`src/rtl/hazard_stall_unit.sv`:
```
// ID-stage hazard unit: bubbles the decoded control bus on load-use or
// multi-cycle RAW/structural hazards, flushes IF/ID on taken branches.
module hazard_stall_unit #(
  parameter int REG_ADDR_W   = 5,
  parameter int CTRL_W       = 9,
  parameter int LOAD_LATENCY = 1,
  parameter int MUL_LATENCY  = 4,
  parameter int PERF_W       = 16
) (
  input  logic                  clk,
  input  logic                  arst,
  input  logic [CTRL_W-1:0]     ctrl_in,
  input  logic [REG_ADDR_W-1:0] IF_ID_rs1,
  input  logic [REG_ADDR_W-1:0] IF_ID_rs2,
  input  logic                  rs1_used,
  input  logic                  rs2_used,
  input  logic [REG_ADDR_W-1:0] IF_ID_rd,
  input  logic                  mul_issue,
  input  logic                  memread_ID_EX,
  input  logic [REG_ADDR_W-1:0] ID_EX_rd,
  input  logic                  branch_taken,
  output logic [CTRL_W-1:0]     ctrl_out,
  output logic                  prevent_update_pc,
  output logic                  prevent_update_reg_IF_ID,
  output logic                  flush_IF_ID,
  output logic                  mul_busy,
  output logic [PERF_W-1:0]     stall_cycles
);

  localparam int LD_W  = (LOAD_LATENCY > 1) ? $clog2(LOAD_LATENCY) : 1;
  localparam int MUL_W = $clog2(MUL_LATENCY + 1);
  localparam logic [LD_W-1:0]  LD_INIT  = LD_W'(LOAD_LATENCY - 1);
  localparam logic [MUL_W-1:0] MUL_INIT = MUL_W'(MUL_LATENCY);

  logic [LD_W-1:0]       ld_cnt;
  logic [MUL_W-1:0]      mul_cnt;
  logic [REG_ADDR_W-1:0] mul_rd;
  logic [PERF_W-1:0]     perf_q;

  logic ld_match, mul_match, load_hz, mul_hz, stall, mul_accept;

  assign ld_match  = (rs1_used && (IF_ID_rs1 == ID_EX_rd)) ||
                     (rs2_used && (IF_ID_rs2 == ID_EX_rd));
  assign mul_match = (rs1_used && (IF_ID_rs1 == mul_rd)) ||
                     (rs2_used && (IF_ID_rs2 == mul_rd));

  // Only a fresh load is checked; once ld_cnt runs the stall is unconditional.
  assign load_hz    = (ld_cnt == '0) && memread_ID_EX && (ID_EX_rd != '0) && ld_match;
  assign mul_hz     = (mul_cnt != '0) && (mul_issue || ((mul_rd != '0) && mul_match));
  assign stall      = load_hz || (ld_cnt != '0) || mul_hz;
  assign mul_accept = mul_issue && !stall && !branch_taken;

  always_ff @(posedge clk or posedge arst) begin
    if (arst)                ld_cnt <= '0;
    else if (branch_taken)   ld_cnt <= '0;
    else if (load_hz)        ld_cnt <= LD_INIT;
    else if (ld_cnt != '0)   ld_cnt <= ld_cnt - LD_W'(1);
  end

  // A branch squashes only younger work; an in-flight mul keeps counting.
  always_ff @(posedge clk or posedge arst) begin
    if (arst) begin
      mul_cnt <= '0;
      mul_rd  <= '0;
    end else if (mul_accept) begin
      mul_cnt <= MUL_INIT;
      mul_rd  <= IF_ID_rd;
    end else if (mul_cnt != '0) begin
      mul_cnt <= mul_cnt - MUL_W'(1);
    end
  end

  always_ff @(posedge clk or posedge arst) begin
    if (arst)
      perf_q <= '0;
    else if (stall && !branch_taken && (perf_q != '1))
      perf_q <= perf_q + PERF_W'(1);
  end

  always_comb begin
    ctrl_out                 = ctrl_in;
    prevent_update_pc        = 1'b0;
    prevent_update_reg_IF_ID = 1'b0;
    flush_IF_ID              = 1'b0;
    mul_busy                 = (mul_cnt != '0);
    if (arst) begin
      ctrl_out = '0;
      mul_busy = 1'b0;
    end else if (branch_taken) begin
      ctrl_out    = '0;
      flush_IF_ID = 1'b1;
    end else if (stall) begin
      ctrl_out                 = '0;
      prevent_update_pc        = 1'b1;
      prevent_update_reg_IF_ID = 1'b1;
    end
  end

  assign stall_cycles = perf_q;

endmodule

```
`config.mk`:
```
export PLATFORM = sky130hd
export DESIGN_NAME = hazard_stall_unit
export DESIGN_NICKNAME = d
export VERILOG_FILES = /design/src/rtl/hazard_stall_unit.sv
export SDC_FILE = /design/constraint.sdc
export NUM_CORES = 1
export LEC_CHECK = 0
export CELL_PAD_IN_SITES_DETAIL_PLACEMENT = 1
export CELL_PAD_IN_SITES_GLOBAL_PLACEMENT = 1
export CORE_MARGIN = 2
export CORE_UTILIZATION = 29
export DETAILED_ROUTE_END_ITERATION = 6
export GPL_TIMING_DRIVEN = 0
export PLACE_DENSITY = 0.84
export SLEW_MARGIN = 20
export SYNTH_ARGS = -nofsm -noshare
export SYNTH_HDL_FRONTEND = slang
export SYNTH_SLANG_ARGS = --single-unit
```
`constraint.sdc`:
```
create_clock -name clk -period 2.2 [get_ports clk]
set_input_delay 0.33 -clock clk [delete_from_list [all_inputs] [get_ports clk]]
set_output_delay 0.33 -clock clk [all_outputs]
set_load 0.01 [all_outputs]
```
Word level (Yosys, flattened, before mapping)
Cells that the tools add are included.
{"block": "word_totals", "latchBits": 0, "memories": 0, "output_inout_bits": 29, "input_bits": 36, "ramBits": 0, "rom_bits": 0, "ff_bits": 25, "elab_cells": 51}
{"block": "op_classes", "n_shift": 0, "eq_ne": 5, "n_reduce_logical": 24, "n_mux": 14, "bitwise_logic": 1, "div": 0, "order_cmp": 0, "add_sub_neg": 3, "n_mul": 0}
{"operator": "2-to-1 mux 9 bit", "count": 3}
{"operator": "equality test 5 bit", "count": 4}
{"operator": "adder 16 x 1 -> 16 bit (second input constant)", "count": 1}
{"operator": "inequality test 16 bit (second input constant)", "count": 1}
{"operator": "logical AND 1 bit", "count": 13}
{"operator": "nonzero test 5 bit", "count": 2}
{"operator": "2-to-1 mux 1 bit", "count": 9}
{"operator": "2-to-1 mux 3 bit", "count": 2}
{"operator": "logical OR 1 bit", "count": 5}
{"operator": "nonzero test 3 bit", "count": 1}
{"operator": "subtractor 3 x 1 -> 3 bit (second input constant)", "count": 1}
{"operator": "logical NOT 1 bit", "count": 2}
{"operator": "nonzero test 2 bit", "count": 1}
{"operator": "NOT 1 bit", "count": 1}
{"operator": "subtractor 1 bit (second input constant)", "count": 1}

Depth between registers and ports, before layout
{"block": "depth", "ltp_word": 11, "depth_mapped": 8, "mapped_depth_nobuf": 7}

Worst setup path before layout
OpenSTA, ideal clock, no wires.
{"block": "synth_path", "kind": "register to output", "startpoint": "reg mul_rd[4]", "endpoint": "out prevent_update_reg_IF_ID", "slack_ns": -0.012, "path_stages_with_launch": 8, "t_arrival_ns": 1.882, "path_cell_list": "dfrtp_1 -> or4_1 -> nor2_1 -> o31ai_1 -> o21ai_2 -> buf_4 -> a21boi_0 -> buf_4"}
{"block": "synth_between", "elab_chain_len": 10, "elab_cells_between_ends": 13, "cone_classes": "2 x eq/ne; 3 x mux; 8 x reduce/logical"}
{"item": "start: declaration", "line_no": "37", "source": "logic [REG_ADDR_W-1:0] mul_rd;"}
{"item": "start signal: assignment", "line_no": "67", "source": "mul_rd <= IF_ID_rd;"}
{"item": "equality test 5 bit, on equally long branches", "line_no": "44, 45"}
{"item": "logical AND 1 bit, on equally long branches", "line_no": "44, 45"}
{"item": "logical OR 1 bit", "line_no": "44", "source": "assign mul_match = (rs1_used && (IF_ID_rs1 == mul_rd)) ||"}
{"item": "logical AND 1 bit *", "line_no": "49", "source": "assign mul_hz = (mul_cnt != '0) && (mul_issue || ((mul_rd != '0) && mul_match));"}
{"item": "logical OR 1 bit *", "line_no": "49"}
{"item": "logical AND 1 bit *", "line_no": "49"}
{"item": "logical OR 1 bit *", "line_no": "50", "source": "assign stall = load_hz || (ld_cnt != '0) || mul_hz;"}
{"item": "2-to-1 mux 1 bit * (3 in series)"}
{"item": "end: declaration", "line_no": "24", "source": "output logic prevent_update_reg_IF_ID,"}
Every way passes the cells marked *; elsewhere a longest branch is shown, timed or not.

Final worst setup path
{"block": "layout_path", "startpoint": "reg mul_rd[1]", "endpoint": "out prevent_update_reg_IF_ID"}
{"block": "layout_between", "elab_chain_len": 10, "elab_cells_between_ends": 13, "cone_classes": "2 x eq/ne; 3 x mux; 8 x reduce/logical"}
{"item": "equality test 5 bit, on equally long branches", "line_no": "44, 45"}
{"item": "logical AND 1 bit, on equally long branches", "line_no": "44, 45"}
{"item": "logical OR 1 bit", "line_no": "44"}
{"item": "logical AND 1 bit *", "line_no": "49"}
{"item": "logical OR 1 bit *", "line_no": "49"}
{"item": "logical AND 1 bit *", "line_no": "49"}
{"item": "logical OR 1 bit *", "line_no": "50"}
{"item": "2-to-1 mux 1 bit *", "line_no": "92", "source": "end else if (stall) begin"}
{"item": "2-to-1 mux 1 bit *", "line_no": "89", "source": "end else if (branch_taken) begin"}
{"item": "2-to-1 mux 1 bit *", "line_no": "86", "source": "if (arst) begin"}
Marked as above.

==> flow_summary_export.csv <==
group,metric,value,unit
power_and_ir_drop,p_comb_frac,0.530,
setup_path,r2r_slack,-0.23,ns
setup_path,ff2ff_path_depth,9,
power_and_ir_drop,intPower,0.00135,W
clocking,cts_sinks,24,
timing,slew_viol_final,0,
yosys,yosys-top-cells-area,"dfrtp_1 (37%), xnor2_1 (12%), xor2_1 (5.9%)",
clocking,clockBufferDepth,2,
yosys,ys_ff_latch,24,
finish,area_growth,76.4,%
yosys,syn_area,1620,um^2
timing,setup_viol,28,
job,max_cap_violations,0,
route,vias,1589,
setup_path,endpoint_kind,"output port",
floorplanning,core,5470,um^2
clocking,clkLatencyLatePin,0.27,ns
global_route,antenna_found_initial,0,
clocking,htree_levels,1,
setup_path,path_depth,10,
global_route,grt_max_degree,25,
floorplanning,rows,27,
yosys,syn_nets,197,
power_and_ir_drop,vdd_drop_max,0.000456,V
clocking,cts_buffers,3,
yosys,synth_top_cell_by_area,"dfrtp_1",
floorplanning,die_h,78.8,um
clocking,clk_pin_slew_worst_paths,0.09,ns
timing,setup_slack,-0.362,ns
floorplanning,die_w,78.8,um
setup_path,slowest_delay,0.39,ns
setup_path,cp_data_arrival_time,2.23,ns
setup_path,cpMaxStageDelayCell,"dfrtp_1",
route,drc,0,
route,viasPerCell,4.90,
power_and_ir_drop,powerDensity,737,nW/um^2
route,routedWlPerCell,17.0,um
clocking,holdBufCountCts,0,
power_and_ir_drop,swShare,0.362,
route,detail-route-antenna-nets,0,
clocking,tritoncts,"built",
timing,hold_viol,0,
finish,n_antenna_cell,0,
setup_path,crit_buf_inv,5,
yosys,synth_top_area_frac,0.370,
timing,fin_crit,2.56,ns
timing,slew_headroom,0.360,
setup_path,cp_data_required_time,1.87,ns
placed_design,port_buffers,64,
setup_path,crit_fanout,5,
timing,skew,0.00376,ns
global_route,grt_pass1_vias,1666,
run_status,outcome,"complete, but fails checks",
route,drt_iter0_drc,64,
finish,final_util,0.524,
setup_path,crit_start,"mul_rd[1]$_DFFE_PP0P_",
power_and_ir_drop,p_switching,0.000764,W
setup_path,crit_type,"flip-flop to output port",
worst_hold_path,hold_depth,1,
route,drt_wl_total,5500,um
yosys,yosysWarnings,0,
timing,rsz0062_at_grt,"yes",
global_route,grt_pass1_wl,7890,um
yosys,yosysUniqueCellTypes,36,
yosys,avgSynthCellArea,10.3,um^2
power_and_ir_drop,p_total,0.00211,W
finish,drive_gt1_frac,0.369,
run_status,violations,"setup timing",
setup_path,crit_family,"buffers and inverters",
setup_path,r2r-end,"stall_cycles[10]$_DFFE_PP0P_",
floorplanning,initial_core_util,0.297,
yosys,ys_seq_area_frac,0.370,
placed_design,hpwl,3380,um
global_route,grt_usage,0.159,
timing,worstMarginPinSlew,0.959,ns
worst_hold_path,hold_class,"flip-flop to flip-flop",
worst_hold_path,worstHoldStart,"stall_cycles[11]$_DFFE_PP0P_",
setup_path,regToRegStartpoint,"mul_rd[1]$_DFFE_PP0P_",
timing,fin_crit_sh,1.16,
finish,nets,292,
setup_path,cp-start-kind,"flip-flop",
floorplanning,io_pins,65,
worst_hold_path,hold-path-endpoint,"stall_cycles[11]$_DFFE_PP0P_",
placed_design,place_congestion,0.739,
global_route,overflow,0,
route,drt_first_pass_iters,4,
timing,fmax,0.390,GHz
power_and_ir_drop,p_seq_frac,0.324,
yosys,syn_inst,158,
timing,timing.hold.ws,0.517,ns
power_and_ir_drop,clock_power_share,0.147,
setup_path,path_cells,"buf_4 -> xnor2_1 -> nand4_1 -> o31ai_4 -> o21ai_4 -> buf_4 -> buf_8 -> a21boi_4 -> buf_6 -> buf_6",
floorplanning,dieArea,6210,um^2
clocking,cts_root_buf,"clkbuf_8",
power_and_ir_drop,leakagePower,1.22,nW
## stage by stage
stage | setup slack (ns) | cell area, um^2 | cells | setup TNS (ns)
4_1_cts | -0.357 | 2570 | 313 | -4.64
5_1_grt | -0.486 | 2870 | 324 | -8.30
2_1_floorplan | -0.0115 | 1620 | 158 | -0.0115
3_3_place_gp | -0.975 | 2350 | 294 | -17.25
3_5_place_dp | -1.07 | 2350 | 294 | -18.54
6_report | -0.362 | 2870 | 324 | -5.13
## power by group through the flow
stage	registers (W)	logic (W)	clock network, W
floorplan	0.000707	0.000450	0
global placement	0.000715	0.000734	0
detailed placement	0.000719	0.000763	0
CTS	0.000689	0.000926	0.000317
global route	0.000701	0.00122	0.000352
finish	0.000684	0.00112	0.000310
## cells by family after synthesis
family,Yosys count,synth area share
xor+xnor,34,0.183
fa+ha+maj,3,0.0231
compound gates,22,0.121
buf+inv,13,0.0354
simple gates,54,0.212
flops,24,0.370
mux,8,0.0555
## worst reg2reg max path, cell delays in order (launching register included)
cell	delay [ns]
dfrtp_1	0.39
buf_4	0.15
xnor2_1	0.23
nand4_1	0.20
o31ai_4	0.25
o21ai_4	0.10
buf_4	0.17
buf_4	0.16
a2111oi_1	0.52
xor2_1	0.13
## layout make-up
| class | instances | area (um^2) |
|---|---|---|
| fillers | 596 | 2610 |
| multi-input cells | 122 | 1190 |
| repair buffers | 91 | 857 |
| flip-flops and latches | 24 | 601 |
| well taps | 72 | 90.1 |
| clock buffers | 4 | 55.1 |
| plain buffers | 4 | 41.3 |
| inverters | 7 | 26.3 |
## how the worst max path moves through the flow
stage / endpoint / slack (ns)
after floorplan: prevent_update_reg_IF_ID / -0.01
after global placement: prevent_update_reg_IF_ID / -0.98
after detailed placement: prevent_update_reg_IF_ID / -1.07
after CTS: ctrl_out[8] / -0.36
after global routing: prevent_update_reg_IF_ID / -0.49
final: prevent_update_reg_IF_ID / -0.36
## layer usage
metal / part of all wire / vias up / global-route usage / routed length [um]
met1: 0.39 / 793 / 0.184 / 2160
met3: 0.049 / 5 / 0.0318 / 272
li1: - / 745 / - / -
met5: 0 / - / 0 / 0
met4: 0.0084 / 0 / 0.0483 / 46
met2: 0.55 / 46 / 0.295 / 3020
## placed cells by master (no fill, tap or decap), types with 2 or more instances in the layout
| cell type | instances |
|---|---|
| clkdlybuf4s50_1 | 38 |
| dfrtp_1 | 24 |
| xnor2_1 | 22 |
| buf_4 | 21 |
| buf_6 | 15 |
| xor2_1 | 11 |
| nand2_1 | 9 |
| dlygate4sd2_1 | 9 |
| nand3_1 | 7 |
| inv_1 | 7 |
| mux2_4 | 6 |
| nor2_1 | 6 |
| and2_4 | 6 |
| nand4_1 | 5 |
| a211oi_2 | 5 |
| clkbuf_8 | 4 |
| buf_2 | 4 |
| nand2b_1 | 3 |
| a2111oi_4 | 3 |
| nor2b_1 | 3 |
| and2_1 | 3 |
| ha_1 | 3 |
| or4_4 | 2 |
| buf_8 | 2 |
| a211oi_4 | 2 |
| mux2_2 | 2 |
| and3_4 | 2 |
| a2111oi_0 | 2 |
| a2111oi_1 | 2 |
| clkbuf_2 | 2 |
| dlymetal6s2s_1 | 2 |
## repair_timing
item                       CTS  global route
setup buffers               16            11
setup endpoints to repair   34            33
pin swaps                   18            22
resized for setup           89            55
gates cloned                 1             0
## sequential cells by signal, summed over array words and instances, names as in the netlist
| signal | count |
|---|---|
| mul_cnt | 3 |
| mul_rd | 5 |
| stall_cycles | 16 |
## synthesized netlist by cell type
cell / n
a2111oi_0: 6
a2111oi_2: 1
a211o_1: 1
a211oi_1: 8
a21boi_0: 1
a21oi_2: 1
and2_1: 9
and3_1: 1
and4_1: 1
and4_4: 1
buf_2: 1
buf_4: 2
clkbuf_1: 3
dfrtp_1: 24
ha_1: 3
inv_1: 7
mux2_2: 8
nand2_1: 9
nand2b_1: 4
nand3_1: 7
nand4_1: 5
nand4_4: 1
nor2_1: 7
nor2b_1: 3
nor3_1: 1
nor4b_4: 1
o211ai_4: 1
o21ai_2: 1
o22ai_1: 1
o31ai_1: 1
or3_4: 1
or3b_4: 1
or4_1: 1
or4_4: 1
xnor2_1: 23
xor2_1: 11
Note: power is estimated with default switching activity, not from simulation.
